--- config.mk ---
export PLATFORM = sky130hd
export DESIGN_NAME = mem_arbiter
export DESIGN_NICKNAME = d
export VERILOG_FILES = /design/src/rtl/mem_arbiter.sv
export SDC_FILE = /design/constraint.sdc
export NUM_CORES = 1
export LEC_CHECK = 0
export ABC_AREA = 1
export CAP_MARGIN = 20
export CORE_MARGIN = 3
export CORE_UTILIZATION = 37
export CTS_CLUSTER_SIZE = 12
export DETAILED_ROUTE_END_ITERATION = 16
export GPL_TIMING_DRIVEN = 0
export PLACE_DENSITY = 0.87
export RECOVER_POWER = 100
export SYNTH_ARGS = -nofsm -noshare
export SYNTH_HDL_FRONTEND = slang
export SYNTH_SLANG_ARGS = --single-unit
--- constraint.sdc ---
create_clock -name clk -period 3.4 [get_ports clk]
set_clock_uncertainty 0.2 [all_clocks]
set_input_delay 0.51 -clock clk [delete_from_list [all_inputs] [get_ports clk]]
set_output_delay 0.51 -clock clk [all_outputs]
set_load 0.03 [all_outputs]
--- src/rtl/mem_arbiter.sv ---
// mem_arbiter: two-port round-robin arbiter for the shared data-memory port.
// Port 0 is instruction fetch and port 1 is load/store. Each granted command
// is registered onto the memory bus. A watchdog aborts accesses that the
// memory never acknowledges.
module mem_arbiter #(
  parameter int AW      = 32,
  parameter int DW      = 32,
  parameter int TIMEOUT = 255
) (
  input  logic          clk,
  input  logic          rst,
  input  logic          i_req0,
  input  logic          i_req1,
  input  logic          i_we0,
  input  logic          i_we1,
  input  logic [AW-1:0] i_addr0,
  input  logic [AW-1:0] i_addr1,
  input  logic [DW-1:0] i_wdata0,
  input  logic [DW-1:0] i_wdata1,
  output logic          o_done0,
  output logic          o_done1,
  output logic          o_err0,
  output logic          o_err1,
  output logic [DW-1:0] o_rdata,
  output logic          o_busy,
  output logic          o_mreq,
  output logic          o_mwe,
  output logic [AW-1:0] o_maddr,
  output logic [DW-1:0] o_mwdata,
  input  logic          i_mack,
  input  logic [DW-1:0] i_mrdata
);

  typedef enum logic {IDLE, BUSY} state_t;

  localparam logic [7:0] TMO_LAST = 8'(TIMEOUT - 1);

  state_t     state, state_n;
  logic       last;      // last-served port; the other port wins a tie
  logic       owner;     // port that owns the access in flight
  logic [7:0] cnt;       // BUSY cycles elapsed for the watchdog
  logic       elig0, elig1;
  logic       grant, gnt_port;
  logic       ack_hit, tmo_hit;

  // Next-state logic: arbitration in IDLE, ack/watchdog resolution in BUSY.
  always_comb begin
    state_n  = state;
    grant    = 1'b0;
    gnt_port = 1'b0;
    ack_hit  = 1'b0;
    tmo_hit  = 1'b0;
    // A port whose done is showing cannot be re-granted, so it may drop req
    // one cycle after done without starting a second access.
    elig0    = i_req0 & ~o_done0;
    elig1    = i_req1 & ~o_done1;
    case (state)
      IDLE: begin
        if (elig0 | elig1) begin
          grant    = 1'b1;
          gnt_port = (elig0 & elig1) ? ~last : elig1;
          state_n  = BUSY;
        end
      end
      BUSY: begin
        // An ack in the same cycle as the timeout completes normally.
        if (i_mack) begin
          ack_hit = 1'b1;
          state_n = IDLE;
        end else if ((TIMEOUT != 0) && (cnt == TMO_LAST)) begin
          tmo_hit = 1'b1;
          state_n = IDLE;
        end
      end
      default: state_n = IDLE;
    endcase
  end

  // State register.
  always_ff @(posedge clk or posedge rst) begin
    if (rst) state <= IDLE;
    else     state <= state_n;
  end

  assign o_busy = (state == BUSY);

  // Registered memory command, watchdog counter and completion outputs.
  always_ff @(posedge clk or posedge rst) begin
    if (rst) begin
      last     <= 1'b1;
      owner    <= 1'b0;
      cnt      <= '0;
      o_mreq   <= 1'b0;
      o_mwe    <= 1'b0;
      o_maddr  <= '0;
      o_mwdata <= '0;
      o_rdata  <= '0;
      o_done0  <= 1'b0;
      o_done1  <= 1'b0;
      o_err0   <= 1'b0;
      o_err1   <= 1'b0;
    end else begin
      o_done0 <= 1'b0;
      o_done1 <= 1'b0;
      o_err0  <= 1'b0;
      o_err1  <= 1'b0;
      if (grant) begin
        o_maddr  <= gnt_port ? i_addr1  : i_addr0;
        o_mwdata <= gnt_port ? i_wdata1 : i_wdata0;
        o_mwe    <= gnt_port ? i_we1    : i_we0;
        o_mreq   <= 1'b1;
        owner    <= gnt_port;
        last     <= gnt_port;
        cnt      <= '0;
      end else if (state == BUSY) begin
        cnt <= cnt + 8'd1;
        if (ack_hit | tmo_hit) begin
          o_mreq  <= 1'b0;
          o_done0 <= ~owner;
          o_done1 <= owner;
          o_err0  <= tmo_hit & ~owner;
          o_err1  <= tmo_hit & owner;
          if (tmo_hit)     o_rdata <= '0;
          else if (!o_mwe) o_rdata <= i_mrdata;
        end
      end
    end
  end

endmodule

==> results of run 1 <==
==> layer usage <==
metal	share of wire, %	track usage, %	routed length (um)	vias to the layer above
met3	8.6	6.88	1600	31
met4	2.1	8.62	401	0
met5	0	0	0	-
met2	49	38.8	9260	251
met1	40	25.9	7440	2675
li1	-	-	-	2874
==> metrics by stage <==
step                hold slack, ns  util (%)  worst slack, ns  instances
detailed placement           0.255      58.5            0.918       1176
CTS                          0.264      62.5             1.13       1208
floorplan                    0.222         -             1.32        722
global placement             0.239      58.2            0.184       1174
finish                       0.257      62.1            0.770       1208
global route                 0.277      62.1            0.558       1208
==> power breakdown <==
group / internal [uW] / total, uW / switching, uW
Sequential: 1950 / 2280 / 334
Combinational: 1330 / 3670 / 2340
Clock: 1170 / 1790 / 627
Total: 4440 / 7750 / 3300
==> worst min-delay path by stage <==
stage	startpoint	endpoint	slack [ns]	cells after the start
2_1_floorplan	owner	o_done0	0.22	1
3_3_place_gp	owner	o_err0	0.24	1
3_5_place_dp	owner	o_done0	0.25	1
4_1_cts	owner	o_done0	0.26	1
5_1_grt	o_rdata[0]	o_rdata[0]	0.28	2
6_report	owner	o_done0	0.26	1
==> sequential cells by signal (all words and copies together) (netlist names), 8 cells and up <==
name	cells
cnt	8
o_maddr	32
o_mwdata	32
o_rdata	32
==> kinds of logic after synthesis <==
kind of cell               after synthesis  synth area share (%)
and+or+nand+nor                        468                  38.9
buffers and inverters                  128                  9.83
DFF                                    113                  49.8
AOI/OAI and AO/OA                       11                 0.970
adders and majority gates                2                 0.441
==> placed cells by master (no fill, tap or decap), types with 3 or more instances in the layout <==
cell type        instances
buf_2                   14
nand3_1                 70
clkinvlp_4               4
nand3b_1                66
inv_1                   76
nand4_1                 33
a21oi_1                  5
buf_4                    3
clkinv_2                 3
bufinv_16                3
nand2_1                285
clkbuf_1                34
o21ai_0                  6
clkdlybuf4s50_1        163
nor2_1                  10
dlygate4sd3_1          105
clkbuf_16               17
dfrtp_1                112
==> layout make-up <==
| type | instances | share of cell area [%] |
|---|---|---|
| flip-flops and latches | 113 | 30.9 |
| well taps | 184 | 2.51 |
| inverters | 79 | 3.25 |
| clock buffers | 22 | 4.96 |
| clock inverters | 10 | 1.48 |
| repair buffers | 270 | 29.7 |
| plain buffers | 49 | 2.41 |
| multi-input cells | 481 | 24.8 |
==> reports/metrics.yaml, run 1 <==
route:
  drt_iter0_drc: 265
  drt_wl_total_mm: 18.7
  ant_nets: 0
  vias: 5831
  drc: 0
  routed_via_density: 4.83
  routedWlPerCell_um: 15.5
  drt-pass1-iter-count: 4
sta:
  slew_headroom_pct: -14.3
  setup-tns-final_ns: 0
  max_freq_mhz: 380
  report.final.setup_viol: 0
  period_needed_ns: 2.63
  hold_violations: 0
  tightest_slew_ns: 1.70
  rsz0062_at_grt: "no"
  drv_slew: 35
  post-route-period-util_pct: 77.4
setup_path:
  r2r_slack_ns: 0.99
  crit_end: "o_mwdata[7]"
  slowest_delay_ns: 0.56
  critPathMostFrequentCell: "nand2_1"
  start_kind: "input pin"
  path_max_fanout: 10
  rr_endpoint: "o_mwdata[7]"
  crit_required_ns: 3.55
  worstSetupPathType: "input pin to flip-flop"
  r2r_cells: 9
  worstSetupStartpoint: "i_req1"
  critPathCaptureType: "flip-flop"
  critPathBufInv: 4
  critical_path.slowest_cell: "dlygate4sd3_1"
  critPathTopFamily: "buffers and inverters"
  cp.depth: 9
  path_cells: "dlygate4sd3_1 > nand2_1 > nand2_1 > nand2_1 > inv_1 > clkbuf_1 > buf_6 > nand3_1 > nand2_1"
  rr_startpoint: "o_done0"
  worst_ep_arrival_time_ns: 2.78
clocking:
  cts.clk_slew.worst_paths_ns: 0.05
  cts-htree-levels: 4
  cts_made_buffers: 17
  cts.sinks: 113
  cts_tree: "yes"
  clockRootBuffer: "clkbuf_16"
  postCtsResizedCells: 0
  post_cts_buffers: 0
  clkLatencyLatePin_ns: 0.41
  ctsLongestPathBuffers: 2
  postCtsHoldBufs: 0
global_route:
  grt_usage_pct: 22.3
  antenna_found_initial: 0
  grt_pass1_wl_mm: 29.2
  grt_pass1_vias: 5788
  grt_max_degree: 41
  grt-ovfl-total: 0
floorplanning:
  die_h_um: 130
  die_w_um: 130
  rows: 44
  boundaryPins: 270
  coreArea_um2: 14800
  start_util_pct: 38.5
  dieArea_um2: 16900
cells_and_area:
  fin_area_um2: 9160
  syn_to_final_growth_pct: 61.3
  antenna_cells_inserted: 0
  drive_gt1_share_pct: 5.37
  nets: 1180
  multi_input_area_um2: 2270
  regArea_um2: 2830
  fill_cells: 1281
yosys:
  synthesis.yosys.warnings: 0
  synth.distinct_cells: 22
  syn-instance-count: 722
  syn_area_um2: 5680
  netlist_top_cells_area: "dfrtp_1 (49%), nand2_1 (19%), nand3b_1 (8.7%)"
  synth_nets: 891
  yosys.area.top_type_share_pct: 49.4
  synth_edf_count: 0
  yosysTopAreaCell: "dfrtp_1"
  yosys_register_bits: 113
  synthTopCellsByCount: "nand2_1 (281), dfrtp_1 (112), inv_1 (76)"
  ys.flop_type: "dfrtp_1"
  syn_avg_cell_area_um2: 7.86
  yosys.cell_count.top_type: "nand2_1"
  async_reset_ff_share_pct: 100
  ys_seq_area_share_pct: 49.8
power_and_ir_drop:
  finalPower_uw: 7750
  powerDensity_nw_per_um2: 846
  vdd_drop_max_uv: 446
  leakage_uw: 0.00466
run:
  drv_cap: 1
placed_design:
  dp_hpwl_mm: 14.3
  port_buffers: 268
  postPlaceCellArea_um2: 8630
  gp_congestion: 0.860
min_path:
  hold_path.class: "flip-flop to flip-flop"
run_status:
  status: "finished, violations left"
  violations: "capacitance limit, slew limit"
No activity file was read; power rests on OpenSTA's default activity.
==> run 2, diff against run 1 <==
Settings changed: CORE_UTILIZATION 37 to 41, PLACE_DENSITY 0.87 to 0.9.
Clock period 3.4 ns to 2.5 ns, I/O delays scaled along.
==> run 2 against run 1 <==
Against the previous run: the flow now finishes without violations; first-iteration DRC count rose by 16%; sequential share of layout area rose by 0.13 points; count of clock-buffer cells in the layout did not move; clock power rose by 26%; largest power group unchanged.
==> reports/metrics.yaml, run 2 (synthesized netlist as in run 1, its figures left out) <==
cells_and_area:
  multi_input_area_um2: 2270
  nets: 1181
  top_regs: "o_maddr (32), o_mwdata (32), o_rdata (32)"
  fin_cells: 1201
  layout_common_cells: "nand2_1 (285), clkdlybuf4s50_1 (164), dfrtp_1 (112)"
  antenna_cells_inserted: 0
  layout.cells.most_common: "nand2_1"
  fin_area_um2: 9120
  regArea_um2: 2830
  drive_gt1_share_pct: 5.95
  fill_cells: 1073
  syn_to_final_growth_pct: 60.6
clocking:
  clkLatencyLatePin_ns: 0.41
  cts_made_buffers: 17
  cts.sinks: 113
  cts_tree: "yes"
  postCtsHoldBufs: 0
  clockRootBuffer: "clkbuf_16"
  cts.clk_slew.worst_paths_ns: 0.05
  cts-htree-levels: 4
  post_cts_buffers: 0
  ctsLongestPathBuffers: 2
  postCtsResizedCells: 0
setup_path:
  critical_path.slowest_cell: "dlygate4sd3_1"
  critPathCaptureType: "primary output"
  critPathBufInv: 1
  slowest_delay_ns: 0.77
  crit_required_ns: 1.92
  worstSetupPathType: "flip-flop to primary output"
  path_cells: "dlygate4sd3_1"
  worst_ep_arrival_time_ns: 1.62
  start_kind: "flip-flop"
  critPathTopFamily: "buffers and inverters"
  path_max_fanout: 4
sta:
  post-route-period-util_pct: 87.8
  period_needed_ns: 2.19
  setup-tns-final_ns: 0
  worst_slack_ns: 0.306
  rsz0062_at_grt: "no"
  tightest_slew_ns: 1.07
  drv_slew: 0
  fin_hold_ws_ns: 0.172
  report.final.setup_viol: 0
  hold_violations: 0
  max_freq_mhz: 456
  slew_headroom_pct: 28.7
global_route:
  grt_pass1_vias: 5751
  use_met1_pct: 28.5
  grt_pass1_wl_mm: 28.8
  antenna_found_initial: 0
  grt_use_met3_pct: 9.17
  use_met2_pct: 40.8
  grt-ovfl-total: 0
  grt_usage_pct: 24.3
  grt_max_degree: 40
  top_usage_layer: "met2"
power_and_ir_drop:
  clkPwrFrac_pct: 21.7
  intPower_uw: 5870
  powerDensity_nw_per_um2: 1130
  leakage_uw: 0.00467
  vdd_drop_max_uv: 553
  seq_power_share_pct: 30.1
  combPwrFrac_pct: 48.2
  p_switching_uw: 4480
  swShare_pct: 43.3
placed_design:
  gp_congestion: 0.839
  postPlaceCellArea_um2: 8640
  port_buffers: 268
  post-place-ws_ns: 0.215
  dp_hpwl_mm: 14.1
  dp_cells: 1169
floorplanning:
  die_h_um: 124
  start_util_pct: 42.4
  rows: 42
  boundaryPins: 270
  coreArea_um2: 13400
  die_w_um: 124
  dieArea_um2: 15300
route:
  drc: 0
  vias: 5865
  ant_nets: 0
  drt-pass1-iter-count: 5
  drt_wl_total_mm: 18.5
  routed_via_density: 4.88
  drt_iter0_drc: 308
  routedWlPerCell_um: 15.4
run:
  drv_cap: 0
min_path:
  hold_path.class: "input pin to asynchronous set/reset pin"
run_status:
  status: "complete, no violations"
==> run 2: cell count changes in the layout (fill, tap and decap cells not counted), sizes merged <==
cell	previous run	this run
buf	21	22
bufinv	3	1
clkdlybuf4s50	163	164
clkinv	3	7
clkinvlp	5	4
dlygate4sd3	105	104
inv	78	77
==> run 2: stage by stage <==
stage / util, % / total power [uW]
floorplan: - / 6050
global placement: 64.1 / 8370
detailed placement: 64.5 / 8490
CTS: 68.6 / 10800
global route: 68.0 / 11000
finish: 68.0 / 10300
==> run 2: layer usage <==
metal	share of wire, %	routed length (um)
met1	39	7150
met2	49	9100
met3	9.6	1770
met4	2.5	461
met5	0	0
==> run 2: final timing paths <==
kind	startpoint	end	slack [ns]	depth (start not counted)
max in group asynchronous	rst	last	0.49	4
min reg2reg	owner	o_done0	0.25	1
max reg2reg	o_done0	o_mwdata[2]	0.37	9
min	rst	o_rdata[4]	0.17	2
max	o_mwe	o_mwe	0.31	1
min in group clk	i_mack	o_rdata[18]	0.22	3
==> run 2: power by group through the flow <==
| stage | clock network, uW | logic [uW] | registers, uW |
|---|---|---|---|
| final | 2250 | 4980 | 3120 |
| after global routing | 2370 | 5380 | 3210 |
| after CTS | 2280 | 5350 | 3150 |
| after detailed placement | 0 | 5330 | 3160 |
| after global placement | 0 | 5240 | 3130 |
| after floorplan | 0 | 1390 | 4670 |
==> run 2: final cells by class <==
type	count	area share, %
flip-flops and latches	113	31.0
repair buffers	271	29.9
multi-input cells	481	24.9
clock buffers	22	5.09
inverters	79	3.27
plain buffers	49	2.48
well taps	176	2.41
clock inverters	10	0.947
==> run 3, diff against run 2 <==
Settings changed: CORE_UTILIZATION 41 to 37, PLACE_DENSITY 0.9 to 0.87, RECOVER_POWER 100 to 50.
Clock period 2.5 ns to 1.9 ns, I/O delays scaled along.
==> run 3 against run 2 <==
Against the previous run: critical path type is now flip-flop to flip-flop; combinational power is 26% higher; via count down 0.73%; largest power group unchanged; count of clock-buffer cells in the layout did not move; clock power increased by 43%; sequential power increased by 31%; first-iteration DRC count is 15% lower; power rose by 31%; critical path depth up 6; final cell count up 0.58%.
==> reports/metrics.yaml, run 3 (synthesized netlist as in run 1, its figures left out) <==
global_route:
  use_met1_pct: 25.5
  grt-ovfl-total: 0
  grt_pass1_vias: 5779
  grt_pass1_wl_mm: 29.0
  grt_use_met3_pct: 6.92
  grt_usage_pct: 22.2
  grt_max_degree: 41
  use_met2_pct: 38.4
  top_usage_layer: "met2"
  antenna_found_initial: 0
clocking:
  cts.sinks: 113
  cts-htree-levels: 4
  cts_made_buffers: 17
  ctsLongestPathBuffers: 2
  clockRootBuffer: "clkbuf_16"
  post_cts_buffers: 0
  cts_tree: "yes"
  cts.clk_slew.worst_paths_ns: 0.06
  clkLatencyLatePin_ns: 0.41
sta:
  hold_violations: 0
  tightest_slew_ns: 0.807
  slew_headroom_pct: 46.1
  drv_slew: 0
  post-route-period-util_pct: 95.9
  report.final.setup_viol: 0
  worst_slack_ns: 0.0785
  rsz0062_at_grt: "yes"
  period_needed_ns: 1.82
  max_freq_mhz: 549
power_and_ir_drop:
  leakage_uw: 0.00483
  finalPower_uw: 13600
  vdd_drop_max_uv: 752
  powerDensity_nw_per_um2: 1490
run:
  drv_cap: 0
setup_path:
  crit_required_ns: 2.00
  critPathTopFamily: "simple AND/OR/NAND/NOR gates"
  slowest_delay_ns: 0.52
  critPathBufInv: 2
  start_kind: "flip-flop"
  path_max_fanout: 10
  critical_path.slowest_cell: "dfstp_2"
  path_cells: "nand3_1 > nand3_4 > buf_4 > buf_4 > nand2_1 > nand3_1 > nand2_1"
  worstSetupPathType: "flip-flop to flip-flop"
  critPathCaptureType: "flip-flop"
  worst_ep_arrival_time_ns: 1.92
placed_design:
  post-place-ws_ns: -0.357
  gp_congestion: 0.860
  port_buffers: 268
  postPlaceCellArea_um2: 8630
  dp_cells: 1176
  dp_hpwl_mm: 14.3
cells_and_area:
  syn_to_final_growth_pct: 60.2
  layout.cells.most_common: "nand2_1"
  antenna_cells_inserted: 0
  drive_gt1_share_pct: 7.23
  fin_area_um2: 9090
  fin_cells: 1208
  layout_common_cells: "nand2_1 (282), clkdlybuf4s50_1 (164), dfrtp_1 (112)"
  top_regs: "o_maddr (32), o_mwdata (32), o_rdata (32)"
  final_core_util_pct: 61.6
  nets: 1180
floorplanning:
  boundaryPins: 270
  start_util_pct: 38.5
  coreArea_um2: 14800
  die_h_um: 130
  rows: 44
  die_w_um: 130
  dieArea_um2: 16900
route:
  drc: 0
  routedWlPerCell_um: 15.5
  ant_nets: 0
  routed_via_density: 4.82
  drt-pass1-iter-count: 4
  drt_wl_total_mm: 18.7
  vias: 5822
  drt_iter0_drc: 263
run_status:
  status: "complete, no violations"
min_path:
  hold_path.class: "input pin to flip-flop"
-- run 3: cell count changes in the layout (fill, tap and decap cells not counted), moves of 3 or more --
cell           delta
dlygate4sd2_1   +103
clkbuf_1          -8
nand2_1           -3
dlygate4sd3_1   -103
buf_6             +4
buf_4             +3
-- run 3: path summary, 6_finish.rpt --
kind	from	to	slack (ns)	depth (start not counted)
min reg2reg	owner	o_done0	0.25	1
min	i_mack	o_rdata[19]	0.11	3
max	last	o_mwdata[25]	0.08	7
max in group asynchronous	rst	o_mwdata[17]	0.24	3
max reg2reg	last	o_mwdata[25]	0.08	7
min in group asynchronous	rst	o_rdata[7]	0.30	2
-- run 3: report_power, final --
| group | leakage, uW | switching (uW) | internal (uW) |
|---|---|---|---|
| clock | 0.000276 | 1120 | 2090 |
| sequential | 0.00142 | 601 | 3490 |
| combinational | 0.00314 | 4210 | 2070 |
| total | 0.00483 | 5930 | 7640 |
-- run 3: worst register-to-register path, stage by stage, from the launching register on --
cell     delay (ns)
dfstp_2        0.52
nand3_1        0.18
nand3_4        0.15
buf_4          0.20
buf_4          0.20
nand2_1        0.10
nand3_1        0.10
nand2_1        0.06
-- run 3: per-stage QoR --
step | hold WS [ns] | TNS [ns]
after detailed placement | 0.255 | -17.39
final | 0.107 | 0
after global routing | 0.138 | -0.00458
after floorplan | 0.222 | 0
after global placement | 0.239 | -138.77
after CTS | 0.0990 | 0
-- run 3: timing repair --
item | 4_1_cts | 5_1_grt
endpoints found under the setup margin | 132 | 28
resized for setup | 105 | 9
hold buffers | 0 | 0
-- run 3: cell type report --
cell class	instances	area [um^2]
multi-input cells	481	2300
clock inverters	10	135
repair buffers	270	2580
plain buffers	49	268
fillers	1337	5660
well taps	184	230
inverters	79	300
flip-flops and latches	113	2830
clock buffers	22	454
-- run 3: per-layer routing --
metal / wire length, um / share of wire (%)
met1: 7320 / 39
met2: 9270 / 50
met3: 1600 / 8.5
met4: 499 / 2.7
met5: 0 / 0
